<file path="src/rtl/collision_scanner_pkg.sv">
`default_nettype none
// ============================================================================
// Module  : collision_scanner_pkg
// Purpose : World-map table formats, geometry widths and scanner states.
// Rev     : 1.0  initial release
// ============================================================================
package collision_scanner_pkg;

  localparam int N_ENTRIES = 16;
  localparam int SCREEN_W  = 640;
  localparam int SCREEN_H  = 480;

  localparam int X_W   = $clog2(SCREEN_W);
  localparam int Y_W   = $clog2(SCREEN_H);
  // One extra bit so coordinate + length sums never wrap.
  localparam int GEO_W = X_W + 1;
  localparam int IDX_W = $clog2(N_ENTRIES);

  typedef logic [GEO_W-1:0] geo_t;
  typedef logic [IDX_W-1:0] idx_t;

  typedef struct packed {
    logic [X_W-1:0] length;
    logic [Y_W-1:0] y_loc;
    logic [X_W-1:0] x_start;
  } ground_entry_t;

  typedef struct packed {
    logic [X_W-1:0] length;
    logic [X_W-1:0] x_loc;
    logic [Y_W-1:0] y_start;
  } fence_entry_t;

  typedef enum logic [1:0] {
    IDLE   = 2'd0,
    SCAN_G = 2'd1,
    SCAN_F = 2'd2,
    DONE   = 2'd3
  } scan_state_t;

  function automatic geo_t widen_x(input logic [X_W-1:0] v);
    return geo_t'(v);
  endfunction

  function automatic geo_t widen_y(input logic [Y_W-1:0] v);
    return geo_t'(v);
  endfunction

endpackage
`default_nettype wire

</file>
<file path="src/rtl/collision_scanner_if.sv">
`default_nettype none
// ============================================================================
// Module  : collision_scanner_if
// Purpose : Request, map-table and result bundle between map/motion and scanner.
// Rev     : 1.0  initial release
// ============================================================================
interface collision_scanner_if;
  import collision_scanner_pkg::*;

  logic                start;
  logic [X_W-1:0]      player_x;
  logic [X_W-1:0]      player_y;
  ground_entry_t       info_ground [N_ENTRIES];
  fence_entry_t        info_fence  [N_ENTRIES];
  logic                busy;
  logic                done;
  logic                on_ground;
  logic [Y_W-1:0]      ground_y;
  logic                hit_left;
  logic                hit_right;
  logic [X_W-1:0]      wall_left_x;
  logic [X_W-1:0]      wall_right_x;

  modport master (
    output start, player_x, player_y, info_ground, info_fence,
    input  busy, done, on_ground, ground_y, hit_left, hit_right,
           wall_left_x, wall_right_x
  );

  modport slave (
    input  start, player_x, player_y, info_ground, info_fence,
    output busy, done, on_ground, ground_y, hit_left, hit_right,
           wall_left_x, wall_right_x
  );

endinterface
`default_nettype wire

</file>
<file path="src/rtl/collision_scanner_span_overlap.sv">
`default_nettype none
// ============================================================================
// Module  : span_overlap
// Purpose : Inclusive interval intersection test [a_lo,a_hi] vs [b_lo,b_hi].
// Rev     : 1.0  initial release
// ============================================================================
module span_overlap
  import collision_scanner_pkg::*;
(
  input  geo_t a_lo,
  input  geo_t a_hi,
  input  geo_t b_lo,
  input  geo_t b_hi,
  output logic hit
);

  assign hit = (a_lo <= b_hi) && (b_lo <= a_hi);

endmodule
`default_nettype wire

</file>
<file path="src/rtl/collision_scanner.sv">
`default_nettype none
// ============================================================================
// Module  : collision_scanner
// Purpose : Walks ground then fence tables one entry per clock and reports
//           ground contact and nearest blocking fences for the player box.
// Rev     : 1.0  initial release
// ============================================================================
module collision_scanner
  import collision_scanner_pkg::*;
#(
  parameter int PLAYER_W = 16,
  parameter int PLAYER_H = 32,
  parameter int SNAP     = 4,
  parameter int REACH    = 2
) (
  input  logic                clk,
  input  logic                rst,
  collision_scanner_if.slave  bus
);

  scan_state_t r_state, w_state_next;
  idx_t        r_idx, w_idx_next;
  logic        w_accept, w_publish, w_busy, w_done;

  geo_t        r_px, r_py;

  logic            r_g_found, w_g_found_n;
  logic [Y_W-1:0]  r_g_y,     w_g_y_n;
  logic            r_l_found, w_l_found_n;
  logic [X_W-1:0]  r_l_x,     w_l_x_n;
  logic            r_r_found, w_r_found_n;
  logic [X_W-1:0]  r_r_x,     w_r_x_n;

  logic            r_on_ground, r_hit_left, r_hit_right;
  logic [Y_W-1:0]  r_ground_y;
  logic [X_W-1:0]  r_wall_left_x, r_wall_right_x;

  ground_entry_t w_g;
  fence_entry_t  w_f;
  geo_t          w_feet, w_right, w_bottom;
  geo_t          w_g_xs, w_g_xe, w_g_yl, w_f_ys, w_f_ye, w_f_x;
  logic          w_g_xhit, w_f_vhit, w_g_hit, w_l_hit, w_r_hit;

  assign w_g = bus.info_ground[r_idx];
  assign w_f = bus.info_fence[r_idx];

  assign w_feet   = r_py + geo_t'(PLAYER_H);
  assign w_right  = r_px + geo_t'(PLAYER_W - 1);
  assign w_bottom = r_py + geo_t'(PLAYER_H - 1);

  assign w_g_xs = widen_x(w_g.x_start);
  assign w_g_xe = widen_x(w_g.x_start) + widen_x(w_g.length);
  assign w_g_yl = widen_y(w_g.y_loc);
  assign w_f_ys = widen_y(w_f.y_start);
  assign w_f_ye = widen_y(w_f.y_start) + widen_x(w_f.length);
  assign w_f_x  = widen_x(w_f.x_loc);

  span_overlap u_ground_span (
    .a_lo (r_px),
    .a_hi (w_right),
    .b_lo (w_g_xs),
    .b_hi (w_g_xe),
    .hit  (w_g_xhit)
  );

  span_overlap u_fence_span (
    .a_lo (r_py),
    .a_hi (w_bottom),
    .b_lo (w_f_ys),
    .b_hi (w_f_ye),
    .hit  (w_f_vhit)
  );

  // Zero-length entries mark unused table slots.
  assign w_g_hit = (r_state == SCAN_G) && (w_g.length != '0) && w_g_xhit &&
                   (w_feet + geo_t'(SNAP) >= w_g_yl) && (w_feet <= w_g_yl);

  assign w_l_hit = (r_state == SCAN_F) && (w_f.length != '0) && w_f_vhit &&
                   (w_f_x < r_px) && (w_f_x + geo_t'(REACH) >= r_px);

  assign w_r_hit = (r_state == SCAN_F) && (w_f.length != '0) && w_f_vhit &&
                   (w_f_x > w_right) && (w_f_x <= w_right + geo_t'(REACH));

  always_comb begin
    w_state_next = r_state;
    w_idx_next   = r_idx;
    w_accept     = 1'b0;
    w_publish    = 1'b0;
    w_busy       = 1'b1;
    w_done       = 1'b0;
    case (r_state)
      IDLE: begin
        w_busy = 1'b0;
        if (bus.start) begin
          w_accept     = 1'b1;
          w_state_next = SCAN_G;
          w_idx_next   = '0;
        end
      end
      SCAN_G: begin
        if (r_idx == idx_t'(N_ENTRIES - 1)) begin
          w_state_next = SCAN_F;
          w_idx_next   = '0;
        end else begin
          w_idx_next = r_idx + idx_t'(1);
        end
      end
      SCAN_F: begin
        if (r_idx == idx_t'(N_ENTRIES - 1)) begin
          w_state_next = DONE;
          w_idx_next   = '0;
          w_publish    = 1'b1;
        end else begin
          w_idx_next = r_idx + idx_t'(1);
        end
      end
      DONE: begin
        w_done       = 1'b1;
        w_state_next = IDLE;
      end
      default: begin
        w_state_next = IDLE;
        w_idx_next   = '0;
      end
    endcase
  end

  // Strict comparisons keep the earliest entry on ties.
  always_comb begin
    w_g_found_n = r_g_found;
    w_g_y_n     = r_g_y;
    w_l_found_n = r_l_found;
    w_l_x_n     = r_l_x;
    w_r_found_n = r_r_found;
    w_r_x_n     = r_r_x;
    if (w_accept) begin
      w_g_found_n = 1'b0;
      w_g_y_n     = '0;
      w_l_found_n = 1'b0;
      w_l_x_n     = '0;
      w_r_found_n = 1'b0;
      w_r_x_n     = '0;
    end else begin
      if (w_g_hit && (!r_g_found || (w_g.y_loc < r_g_y))) begin
        w_g_found_n = 1'b1;
        w_g_y_n     = w_g.y_loc;
      end
      if (w_l_hit && (!r_l_found || (w_f.x_loc > r_l_x))) begin
        w_l_found_n = 1'b1;
        w_l_x_n     = w_f.x_loc;
      end
      if (w_r_hit && (!r_r_found || (w_f.x_loc < r_r_x))) begin
        w_r_found_n = 1'b1;
        w_r_x_n     = w_f.x_loc;
      end
    end
  end

  always_ff @(posedge clk or posedge rst) begin
    if (rst) begin
      r_state        <= IDLE;
      r_idx          <= '0;
      r_px           <= '0;
      r_py           <= '0;
      r_g_found      <= 1'b0;
      r_g_y          <= '0;
      r_l_found      <= 1'b0;
      r_l_x          <= '0;
      r_r_found      <= 1'b0;
      r_r_x          <= '0;
      r_on_ground    <= 1'b0;
      r_ground_y     <= '0;
      r_hit_left     <= 1'b0;
      r_hit_right    <= 1'b0;
      r_wall_left_x  <= '0;
      r_wall_right_x <= '0;
    end else begin
      r_state   <= w_state_next;
      r_idx     <= w_idx_next;
      if (w_accept) begin
        r_px <= widen_x(bus.player_x);
        r_py <= widen_x(bus.player_y);
      end
      r_g_found <= w_g_found_n;
      r_g_y     <= w_g_y_n;
      r_l_found <= w_l_found_n;
      r_l_x     <= w_l_x_n;
      r_r_found <= w_r_found_n;
      r_r_x     <= w_r_x_n;
      // Publish from the next-state values so the final fence entry is included.
      if (w_publish) begin
        r_on_ground    <= w_g_found_n;
        r_ground_y     <= w_g_y_n;
        r_hit_left     <= w_l_found_n;
        r_hit_right    <= w_r_found_n;
        r_wall_left_x  <= w_l_x_n;
        r_wall_right_x <= w_r_x_n;
      end
    end
  end

  assign bus.busy         = w_busy;
  assign bus.done         = w_done;
  assign bus.on_ground    = r_on_ground;
  assign bus.ground_y     = r_ground_y;
  assign bus.hit_left     = r_hit_left;
  assign bus.hit_right    = r_hit_right;
  assign bus.wall_left_x  = r_wall_left_x;
  assign bus.wall_right_x = r_wall_right_x;

endmodule
`default_nettype wire

</file>
<file path="src/flat_wrapper.sv">
// flat-port wrapper written by rule: the top's interface ports become plain ports
module collision_scanner_flat import collision_scanner_pkg::*;
#(
  parameter int PLAYER_W = 16,
  parameter int PLAYER_H = 32,
  parameter int SNAP     = 4,
  parameter int REACH    = 2
)
  (clk, rst, bus_start, bus_player_x, bus_player_y, bus_info_ground, bus_info_fence, bus_busy, bus_done, bus_on_ground, bus_ground_y, bus_hit_left, bus_hit_right, bus_wall_left_x, bus_wall_right_x);
  collision_scanner_if bus_i ();
  input  logic clk;
  input  logic rst;
  input wire logic [$bits(bus_i.start)-1:0] bus_start;
  input wire logic [$bits(bus_i.player_x)-1:0] bus_player_x;
  input wire logic [$bits(bus_i.player_y)-1:0] bus_player_y;
  input wire logic [$bits(bus_i.info_ground)-1:0] bus_info_ground;
  input wire logic [$bits(bus_i.info_fence)-1:0] bus_info_fence;
  output wire logic [$bits(bus_i.busy)-1:0] bus_busy;
  output wire logic [$bits(bus_i.done)-1:0] bus_done;
  output wire logic [$bits(bus_i.on_ground)-1:0] bus_on_ground;
  output wire logic [$bits(bus_i.ground_y)-1:0] bus_ground_y;
  output wire logic [$bits(bus_i.hit_left)-1:0] bus_hit_left;
  output wire logic [$bits(bus_i.hit_right)-1:0] bus_hit_right;
  output wire logic [$bits(bus_i.wall_left_x)-1:0] bus_wall_left_x;
  output wire logic [$bits(bus_i.wall_right_x)-1:0] bus_wall_right_x;
  assign bus_i.start = bus_start;
  assign bus_i.player_x = bus_player_x;
  assign bus_i.player_y = bus_player_y;
  assign bus_i.info_ground = {>>{bus_info_ground}};
  assign bus_i.info_fence = {>>{bus_info_fence}};
  assign bus_busy = bus_i.busy;
  assign bus_done = bus_i.done;
  assign bus_on_ground = bus_i.on_ground;
  assign bus_ground_y = bus_i.ground_y;
  assign bus_hit_left = bus_i.hit_left;
  assign bus_hit_right = bus_i.hit_right;
  assign bus_wall_left_x = bus_i.wall_left_x;
  assign bus_wall_right_x = bus_i.wall_right_x;
  collision_scanner #(.PLAYER_W(PLAYER_W), .PLAYER_H(PLAYER_H), .SNAP(SNAP), .REACH(REACH)) u_core (.clk(clk), .rst(rst), .bus(bus_i));
endmodule
</file>
<file path="config.mk">
export PLATFORM = sky130hd
export DESIGN_NAME = collision_scanner_flat
export DESIGN_NICKNAME = d
export VERILOG_FILES = /design/src/rtl/collision_scanner_pkg.sv /design/src/rtl/collision_scanner_if.sv /design/src/rtl/collision_scanner_span_overlap.sv /design/src/rtl/collision_scanner.sv /design/src/flat_wrapper.sv
export SDC_FILE = /design/constraint.sdc
export NUM_CORES = 1
export LEC_CHECK = 0
export CAP_MARGIN = 20
export CORE_AREA = 8 8 377 379
export CTS_CLUSTER_DIAMETER = 120
export DETAILED_ROUTE_END_ITERATION = 10
export DIE_AREA = 0 0 385 387
export GPL_TIMING_DRIVEN = 1
export SYNTH_ARGS = -nofsm -noshare
export SYNTH_HDL_FRONTEND = slang
export SYNTH_SLANG_ARGS = --single-unit
</file>
<file path="constraint.sdc">
create_clock -name clk -period 6.8 [get_ports clk]
set_input_delay 1.36 -clock clk [delete_from_list [all_inputs] [get_ports clk]]
set_output_delay 1.36 -clock clk [all_outputs]
set_load 0.005 [all_outputs]
</file>
## After elaboration in Yosys (flattened, before gate mapping)

Cells that the tools add are included.

| storage, ports and cells | value |
|---|---|
| logic and storage cells | 106 |
| bits of input ports | 951 |
| flip-flop bits (word level) | 90 |

| cells by class | value |
|---|---|
| $lt $le $gt $ge | 14 |
| add/subtract/negate cells | 9 |
| bitwise operators | 1 |
| muxes and demuxes | 31 |
| reductions and logical operators | 28 |
| eq/ne operators | 7 |

Operators by type and width:

| cell | count |
|---|---|
| 29-bit binary-select mux with 4-bit select | 2 |
| 29-bit 2-to-1 mux | 4 |
| 10-bit by 11-bit less-or-equal comparator with 1-bit output | 4 |
| 10-bit 2-to-1 mux | 4 |
| 10-bit < comparator | 2 |
| 10-bit nonzero test | 2 |
| 9-bit 2-to-1 mux | 2 |
| 1-bit logical AND | 15 |
| 1-bit 2-to-1 mux | 12 |
| 10-bit by 10-bit adder with 11-bit output | 1 |
| 10-bit by 2-bit adder with 11-bit output (second input constant) | 1 |
| 10-bit by 4-bit adder with 11-bit output (second input constant) | 1 |
| 10-bit by 5-bit adder with 11-bit output (second input constant) | 1 |
| 10-bit by 6-bit adder with 11-bit output (second input constant) | 1 |
| 11-bit by 2-bit adder with 11-bit output (second input constant) | 1 |
| 11-bit by 3-bit adder with 11-bit output (second input constant) | 1 |
| 9-bit by 10-bit adder with 11-bit output | 1 |
| 11-bit by 10-bit >= comparator with 1-bit output | 1 |
| 11-bit by 9-bit >= comparator with 1-bit output | 1 |
| 10-bit by 11-bit greater-than comparator with 1-bit output | 1 |
| 11-bit by 9-bit less-or-equal comparator with 1-bit output | 1 |
| 9-bit by 11-bit less-or-equal comparator with 1-bit output | 1 |
| 10-bit greater-than comparator | 1 |
| 9-bit < comparator | 1 |
| 18 further kinds | 28 |

## Longest topological paths before layout

Gate-level depths: netlist of the first run.

| logic depth | value |
|---|---|
| word-level depth | 13 |
| gate-level depth with buffers | 31 |
| depth with buffers taken out | 24 |

## By module

From an unflattened synthesis of the first run, not the netlist that was laid out.

| second synthesis, totals | value |
|---|---|
| cell total of the unflattened synthesis | 1371 |
| area total of the unflattened synthesis | 15242.1 um2 |

By module, submodules not included:

| module | cells each | seq. area each (um2) | instances | area an instance (um2) |
|---|---|---|---|---|
| collision_scanner | 1213 | 2252.2 | 1 | 14098.5 |
| span_overlap | 79 | 0.0 | 2 | 571.8 |

## Worst setup path before layout of the first run

Ideal clock, no wire load.

| timing path | value |
|---|---|
| path kind | flip-flop to flip-flop |
| start point | reg u_core.r_idx[1] |
| end point | reg u_core.r_wall_left_x[2] (netlist: u_core.bus.wall_left_x[2]) |
| period minus slack after synthesis | 6812 ps |
| stages on the path, launching flop included | 32 |
| setup slack | -12 ps |
| required time | 6679 ps |
| data arrival time | 6691 ps |
| cells stage by stage | dfrtp_1 -> buf_6 -> buf_12 -> buf_6 -> buf_6 -> buf_4 -> buf_4 -> buf_2 -> buf_1 -> buf_2 -> mux4_2 -> mux4_2 -> ha_1 -> inv_1 -> fa_1 -> nor2b_1 -> o31a_1 -> o31a_1 -> o21ai_0 -> a21bo_2 -> nand2_1 -> ha_1 -> a21o_1 -> a211oi_1 -> o21ai_0 -> o21ai_0 -> nor2_1 -> a2111oi_2 -> and3_4 -> buf_6 -> mux2_4 -> a22o_1 |

| between the ends | value |
|---|---|
| longest elaborated chain between the ends | 13 |
| elaborated cells between the ends (all ways) | 24 |
| those cells by class | 2 x add/sub; 5 x order compare; 1 x eq/ne; 7 x mux; 1 x bitwise; 8 x reduce/logical |

RTL lines:

| item | line | source |
|---|---|---|
| from (decl) | collision_scanner.sv:22 | `idx_t r_idx, w_idx_next;` |
| from (signal assigned) | collision_scanner.sv:179 | `r_idx <= w_idx_next;` |
| 4-bit NOT with 5-bit output (not written as such) | collision_scanner.sv:45 | `assign w_f = bus.info_fence[r_idx];` |
| 29-bit binary-select mux with 4-bit select | collision_scanner.sv:45 |  |
| 29-bit 2-to-1 mux (not written as such) (2 in a row) | collision_scanner.sv:45 |  |
| 9-bit by 10-bit adder with 11-bit output | collision_scanner.sv:55 | `assign w_f_ye = widen_y(w_f.y_start) + widen_x(w_f.length);` |
| 10-bit by 11-bit less-or-equal comparator with 1-bit output | collision_scanner_span_overlap.sv:17 | `assign hit = (a_lo <= b_hi) && (b_lo <= a_hi);` |
| 1-bit logical AND | collision_scanner_span_overlap.sv:17 |  |
| 1-bit logical AND (2 in a row) | collision_scanner.sv:78 | `assign w_l_hit = (r_state == SCAN_F) && (w_f.length != '0) && w_f_vhit &&` |
| 1-bit logical AND | collision_scanner.sv:79 | `(w_f_x < r_px) && (w_f_x + geo_t'(REACH) >= r_px);` |
| 1-bit logical AND | collision_scanner.sv:148 | `if (w_l_hit && (!r_l_found \|\| (w_f.x_loc > r_l_x))) begin` |
| 10-bit 2-to-1 mux | collision_scanner.sv:148 |  |
| 10-bit 2-to-1 mux | collision_scanner.sv:136 | `if (w_accept) begin` |
| to (signal assigned) | collision_scanner.sv:196 | `r_wall_left_x <= w_l_x_n;` |
| to (decl) | collision_scanner.sv:36 | `logic [X_W-1:0] r_wall_left_x, r_wall_right_x;` |

Parallel ways exist; a longest one is shown, timed or not. The select of a mux whose other input is x is not followed.
A chain may end at the register's enable or synchronous reset.

## Worst setup path after layout of the first run

| timing path | value |
|---|---|
| start point | in bus_info_fence[78] |
| end point | reg u_core.r_wall_left_x[8] (netlist: u_core.bus.wall_left_x[8]) |

| between the ends | value |
|---|---|
| longest elaborated chain between the ends | 12 |
| elaborated cells between the ends (all ways) | 14 |
| those cells by class | 1 x add/sub; 1 x order compare; 5 x mux; 7 x reduce/logical |

RTL lines:

| item | line | source |
|---|---|---|
| from (decl) | flat_wrapper.sv:17 | `input wire logic [$bits(bus_i.info_fence)-1:0] bus_info_fence;` |
| 29-bit binary-select mux with 4-bit select (*) | collision_scanner.sv:45 |  |
| 29-bit 2-to-1 mux (not written as such) (*) (2 in a row) | collision_scanner.sv:45 |  |
| 9-bit by 10-bit adder with 11-bit output | collision_scanner.sv:55 |  |
| 10-bit by 11-bit less-or-equal comparator with 1-bit output | collision_scanner_span_overlap.sv:17 |  |
| 1-bit logical AND | collision_scanner_span_overlap.sv:17 |  |
| 1-bit logical AND (*) (2 in a row) | collision_scanner.sv:78 |  |
| 1-bit logical AND (*) | collision_scanner.sv:79 |  |
| 1-bit logical AND (*) | collision_scanner.sv:148 |  |
| 10-bit 2-to-1 mux (*) | collision_scanner.sv:148 |  |
| 10-bit 2-to-1 mux (*) | collision_scanner.sv:136 |  |

Mark *: on every way between the ends. The rest lies on a longest branch, timed or not. The select of a mux whose other input is x is not followed.

==> results of run 1 <==
[placed cells by master, fill, tap and decap left out, types with 7 or more instances in the layout]
cell type        Yosys  routed
a211oi_1            11      11
a21o_1              16      16
a21oi_1             61      60
a22oi_1             13      13
and3_1               9       9
buf_12               1       9
buf_4               13      80
clkbuf_16            0       9
clkdlybuf4s50_1      0     984
dfrtp_1             90      86
diode_2              0      22
ha_1               155     154
inv_1               79      78
mux2_2               9       9
mux2i_1             41      36
mux4_1              12      12
mux4_2             255     255
nand2_1            110     110
nand2b_1             9       9
nand3_1             41      40
nand4_1             31      31
nor2_1              56      56
nor2b_1             19      19
nor3_1               7       7
o2111ai_1           11      11
o211ai_1             7       7
o21a_1              10      10
o21ai_0             71      69
o21ai_1             11      12
o22ai_1              7       7
xnor2_1             32      32
xor2_1              17      17
[timing repair]
item / CTS / global route
setup endpoints to repair: 0 / 53
resized for setup: 0 / 11
buffers inserted: 0 / 1
[worst min-delay path, delay by kind of cell (launching register included)]
family	cells	cell delay, ps
flip-flops	1	350
AO/OA/AOI/OAI	1	60
AND/OR/NAND/NOR	1	50
[metrics by stage]
step | TNS, ps | setup WS, ps | instances
after floorplan | 0 | 12.77 | 1372
after global placement | -6192 | -217.2 | 4143
after detailed placement | -8045 | -258.4 | 4143
after CTS | 0 | 123.0 | 4159
after global routing | 0 | 22.99 | 4164
final | 0 | 333.5 | 4182
[per-layer routing]
metal / wire (um) / vias up
met1: 52270 / 8663
met2: 57500 / 873
met4: 2242 / 14
li1: - / 7557
met3: 9140 / 121
met5: 81 / -
[cells by family after synthesis]
logic type               Yosys count
AND/OR/NAND/NOR                  320
XOR/XNOR                          49
multiplexers                     318
flip-flops                        90
buffers and inverters            174
AO/OA/AOI/OAI                    264
adder cells (fa/ha/maj)          157
[worst paths after layout]
kind / startpoint / end / cells after the start / slack [ps]
setup reg to reg: u_core.r_idx[1]$_DFFE_PP0P_ / u_core.bus.ground_y[6]$_DFFE_PP0P_ / 21 / 580
max in group asynchronous: rst / u_core.r_idx[1]$_DFFE_PP0P_ / 3 / 4120
min in group asynchronous: rst / u_core.r_l_x[8]$_DFF_PP0_ / 2 / 1440
hold / removal: u_core.bus.ground_y[2]$_DFFE_PP0P_ / u_core.bus.ground_y[2]$_DFFE_PP0P_ / 2 / 490
setup / recovery: bus_info_fence[78] / u_core.bus.wall_left_x[8]$_DFFE_PP0P_ / 28 / 330
hold reg to reg: u_core.bus.ground_y[2]$_DFFE_PP0P_ / u_core.bus.ground_y[2]$_DFFE_PP0P_ / 2 / 490
[cell type report]
cell class | instances | area, um2 | area share
inverter | 79 | 297.8 | 0.01059
antenna | 22 | 55.05 | 0.001958
clock inverter | 6 | 71.32 | 0.002537
clock buffer | 10 | 229.0 | 0.008144
tap | 1794 | 2245 | 0.07984
timing repair buffer | 1073 | 10630 | 0.3781
sequential | 90 | 2267 | 0.08064
multi-input combinational | 1108 | 12320 | 0.4382
[state kept, by name, indices dropped and copies added (netlist names)]
signal / flops
u_core.r_px: 10
u_core.bus.ground_y: 9
u_core.bus.wall_left_x: 10
u_core.r_py: 10
u_core.bus.hit_right: 1
u_core.r_l_x: 10
u_core.bus.on_ground: 1
u_core.r_r_x: 10
u_core.bus.wall_right_x: 10
u_core.r_g_y: 9
u_core.r_state: 2
u_core.r_g_found: 1
u_core.r_idx: 4
u_core.bus.hit_left: 1
u_core.r_r_found: 1
u_core.r_l_found: 1
[power by group]
part           internal [mW]  total, mW  switching, mW
Combinational           4.49       9.62           5.13
Clock                  0.291      0.547          0.257
Sequential             0.683      0.973          0.290
==> flow_metrics.tcl, run 1 <==
set metrics [dict create \
    yosysWarnings 0 \
    drt-total-wl_mm 121.2 \
    grt_pass1_wl_mm 160.5 \
    fp.dieArea_um2 149000 \
    cpPeakStageDelay_ps 510 \
    ys.flop_type "dfrtp_1" \
    rows 136 \
    detail_route.first_pass.iterations 5 \
    ctsHoldBuffers 0 \
    crit_family "compound AO/OA/AOI/OAI gates" \
    synth_edf_count 0 \
    syn-num-nets 2480 \
    required_ps 7020 \
    fillers 14750 \
    cts_tree "done" \
    min_period_ps 6467 \
    dpl.hpwl_mm 109.4 \
    cp-start-kind "primary input" \
    wl_per_cell_um 28.99 \
    utilization 0.2063 \
    postLayoutCellArea_um2 28110 \
    synthXorXnorAreaFrac 0.02789 \
    yosysUniqueCellTypes 71 \
    start_util 0.1129 \
    met3_usage 0.03953 \
    synth_top_family_by_area "multiplexers" \
    grt_overflow_total 0 \
    final-hold-violation-count 0 \
    synth-seq-area-share 0.1463 \
    synthMuxAreaShare 0.4279 \
    synth_area_per_cell_um2 11.22 \
    critPathCaptureType "register" \
    cts_sinks 90 \
    core_area_um2 136300 \
    ir_drop_v 0.0002073 \
    synth-seq-cells 90 \
    avgViaCountPerCell 4.120 \
    track_usage 0.1554 \
    synthMostInstantiatedCell "mux4_2" \
    crit_type "primary input to register" \
    portBuffers 984 \
    powerDensity_nw_per_um2 396.2 \
    grt_pass1_vias 18250 \
    drc 0 \
    netlist_instances 1372 \
    leakagePower_nw 10.13 \
    die_w_um 385 \
    clockBufferDepth 2 \
    yosys.area.top_type "mux4_2" \
    root_buffer "clkbuf_16" \
    area_growth_pct 82.68 \
    synth_fa_ha_area_frac 0.1286 \
    cts_max_level 3 \
    status "completed" \
    insertion_delay_ps 370 \
    finalSetupViolCount 0 \
    arrival_ps 6690 \
    hold_path_class "register to register" \
    vias 17230 \
    p_total_mw 11.14 \
    synth_area_leaders "mux4_2 (37%), dfrtp_1 (15%), ha_1 (13%), nand2_1 (2.7%), mux2i_1 (2.7%)" \
    yosysTopAreaCellShare 0.3732 \
    io-pin-count 985 \
    die_h_um 387 \
    placed_area_um2 27720 \
    finalCritPeriodShare 0.9510 \
    postRouteAntennaNets 0 \
    drtIter0Drc 1388 \
    layout-drive-gt1-share 0.1691 \
    synth-simple-area-share 0.1020 \
    gr-max-usage-layer "met2" \
    nNetsFinal 3469 \
    finalMaxSlewViolations 0 \
    maxSlewHeadroom 0.3458 \
    cts_buffers 9 \
    crit_fanout 9 \
    gp_congestion 0.9555 \
    synthArstFlopShare 1.000 \
    grt_start_max_net_pins 57 \
    max_freq_mhz 154.6 \
    rsz0062_at_grt "no" \
    antenna_found_initial 63 \
    netlist_area_um2 15390 \
    synthTopCellsByCount "mux4_2 (255), ha_1 (155), nand2_1 (110)" \
    synth_compound_area_frac 0.1106 \
    cap_violations 0 \
    slowest_stage "mux4_1" \
    use_met2 0.2571 \
    fin_worst_skew_ps 14.39 \
    clkTransAtPathRegs_ps 80 \
    met1_usage 0.2066 \
    tightest_slew_ps 980.2 \
    whs_ps 490.4 \
    path_buf_inv 6 \
]
Note: power is estimated with default switching activity, not from simulation.
==> inputs of run 2 (changes only) <==
--- a/config.mk
+++ b/config.mk
@@ -5,7 +5,7 @@
 export SDC_FILE = /design/constraint.sdc
 export NUM_CORES = 1
 export LEC_CHECK = 0
-export CAP_MARGIN = 20
+export CAP_MARGIN = 10
 export CORE_AREA = 8 8 377 379
 export CTS_CLUSTER_DIAMETER = 120
 export DETAILED_ROUTE_END_ITERATION = 10
==> results of run 2 <==
No change in the layout: final DEF, timing and power equal those of run 1.
==> inputs of run 3 (changes only) <==
--- a/config.mk
+++ b/config.mk
@@ -6,11 +6,13 @@
 export NUM_CORES = 1
 export LEC_CHECK = 0
 export CAP_MARGIN = 10
-export CORE_AREA = 8 8 377 379
+export CORE_AREA = 8 8 372 374
 export CTS_CLUSTER_DIAMETER = 120
 export DETAILED_ROUTE_END_ITERATION = 10
-export DIE_AREA = 0 0 385 387
+export DIE_AREA = 0 0 380 382
+export DONT_BUFFER_PORTS = 1
 export GPL_TIMING_DRIVEN = 1
+export SKIP_CTS_REPAIR_TIMING = 1
 export SYNTH_ARGS = -nofsm -noshare
 export SYNTH_HDL_FRONTEND = slang
 export SYNTH_SLANG_ARGS = --single-unit
==> constraint.sdc (replaced) <==
create_clock -name clk -period 8 [get_ports clk]
set_input_delay 1.6 -clock clk [delete_from_list [all_inputs] [get_ports clk]]
set_output_delay 1.6 -clock clk [all_outputs]
set_load 0.005 [all_outputs]
==> run 3 against run 2 <==
Wire length down 5.7%. Total power decreased by 24%. Via count is 19% lower. Worst hold slack gained 31 ps. Cell count decreased by 25%. Global-route usage decreased by 0.86 points. Setup slack improved by 910 ps. Clock skew fell by 0.74 ps. Design area shrank 37%. First-iteration DRC count increased by 16%. Highest routed layer unchanged.
==> flow_metrics.tcl, run 3 (same netlist as run 1, synthesis figures left out) <==
set metrics [dict create \
    fillers 14960 \
    cts_max_level 3 \
    r2r_cells 23 \
    grt_pass1_wl_mm 143.1 \
    antenna_found_initial 158 \
    whs_ps 521.3 \
    required_ps 8230 \
    rsz0062_at_grt "no" \
    start_util 0.1162 \
    postLayoutCellArea_um2 17770 \
    path_cells "mux4_1, mux2_2, o21ai_0, inv_1, ha_1, a21o_1, a21oi_1, o21bai_1, a21oi_1, o21bai_1, a21oi_1, o21ai_0, xor2_1, ha_1, nand4_1, o32a_1, o21ai_0, nor2_1, a2111oi_2, buf_4, nand3_2, o21ai_0, a21oi_1" \
    clockBufferDepth 2 \
    p_total_mw 8.479 \
    crit_type "primary input to register" \
    avgViaCountPerCell 4.462 \
    final_cell_mix "mux4_2 (255), ha_1 (155), nand2_1 (110), dfrtp_1 (86), inv_1 (78)" \
    max_freq_mhz 148.0 \
    crit_fanout 20 \
    ir_drop_v 0.0001854 \
    cp-start-kind "primary input" \
    track_usage 0.1468 \
    final-hold-violation-count 0 \
    cts_tree "done" \
    fp.dieArea_um2 145200 \
    layout_commonest_cell "mux4_2" \
    setup_ws_ps 1242 \
    portBuffers 0 \
    vias 13950 \
    wl_per_cell_um 36.60 \
    hold_path_class "register to register" \
    drtIter0Drc 1617 \
    gp_congestion 0.9915 \
    finalSetupViolCount 0 \
    area_growth_pct 15.47 \
    placed_cells 3078 \
    insertion_delay_ps 370 \
    cap_violations 0 \
    finalMaxSlewViolations 0 \
    powerDensity_nw_per_um2 477.1 \
    layout-drive-gt1-share 0.2534 \
    fin_worst_skew_ps 13.65 \
    path_buf_inv 2 \
    die_w_um 380 \
    whs_path_depth 2 \
    pre_cts_ws_ps 813.4 \
    placed_area_um2 17370 \
    drc 0 \
    drt-total-wl_mm 114.4 \
    arrival_ps 6990 \
    cpPeakStageDelay_ps 510 \
    crit_family "compound AO/OA/AOI/OAI gates" \
    nNetsFinal 2429 \
    tightest_slew_ps 1053 \
    tns_ps 0 \
    finalCritPeriodShare 0.8448 \
    status "completed" \
    rows 134 \
    maxSlewHeadroom 0.2983 \
    final_cells 3125 \
    core_area_um2 132500 \
    critPathCaptureType "register" \
    die_h_um 382 \
    cts_sinks 90 \
    slowest_stage "o21ai_0" \
    clkTransAtPathRegs_ps 80 \
    cts_buffers 9 \
    postRouteAntennaNets 0 \
    utilization 0.1342 \
    leakagePower_nw 6.001 \
    root_buffer "clkbuf_16" \
    grt_overflow_total 0 \
    dpl.hpwl_mm 104.1 \
    cp.depth 23 \
    grt_start_max_net_pins 75 \
    min_period_ps 6758 \
    detail_route.first_pass.iterations 5 \
    grt_pass1_vias 13540 \
    io-pin-count 985 \
]
## run 3: cell count changes in the layout (fill, tap and decap cells not counted), moves of 4 or more
cell and change:
mux2i_1 +5, buf_12 -4, diode_2 +9, buf_4 -52
mux2i_2 -5, clkdlybuf4s50_1 -984
## run 3: per-layer routing
layer / vias up / track usage / routed length (um)
met4: 78 / 0.02453 / 2837
met5: - / 0 / 516
met2: 1113 / 0.2249 / 50220
met3: 258 / 0.07331 / 13420
met1: 7010 / 0.1880 / 47390
li1: 5486 / - / -
## run 3: worst register-to-register path: stages (launching register included)
cell	delay [ps]
dfrtp_4	880
buf_12	300
buf_12	420
mux4_2	630
mux4_2	610
ha_1	340
a21o_1	180
a21oi_1	230
o21bai_1	90
a21oi_1	220
o21bai_1	100
a21oi_1	220
o21bai_1	100
a21oi_1	170
xor2_1	90
ha_1	310
nor2_1	50
a211oi_1	210
o31ai_1	120
a311oi_1	480
nor4bb_2	110
buf_4	230
mux2i_1	270
nor2_1	80
## run 3: final timing paths
path                                             start  slack (ps)                                    end
max                                bus_info_fence[397]        1240              u_core.r_r_x[3]$_DFF_PP0_
max reg2reg                u_core.r_idx[0]$_DFFE_PP0P_        1420              u_core.r_g_y[8]$_DFF_PP0_
min                         u_core.r_l_found$_DFF_PP0_         520             u_core.r_l_found$_DFF_PP0_
min reg2reg                 u_core.r_l_found$_DFF_PP0_         520             u_core.r_l_found$_DFF_PP0_
min in group asynchronous                          rst        1210  u_core.bus.wall_left_x[9]$_DFFE_PP0P_
max in group asynchronous                          rst        5550            u_core.r_idx[3]$_DFFE_PP0P_
## run 3: final cells by class
| type | count | area, um2 | share of cell area |
|---|---|---|---|
| multi-input combinational | 1108 | 12280 | 0.6913 |
| sequential | 90 | 2267 | 0.1276 |
| tap | 1768 | 2212 | 0.1245 |
| timing repair buffer | 33 | 310.3 | 0.01746 |
| inverter | 79 | 297.8 | 0.01676 |
| clock buffer | 9 | 225.2 | 0.01267 |
| clock inverter | 7 | 96.34 | 0.005421 |
| antenna | 31 | 77.57 | 0.004365 |
## run 3: report_power, final
part	internal, mW	leakage (nW)	total, mW	switching, mW
combinational	3.06	4.67	7.11	4.06
clock	0.253	0.155	0.482	0.229
sequential	0.580	1.18	0.884	0.304
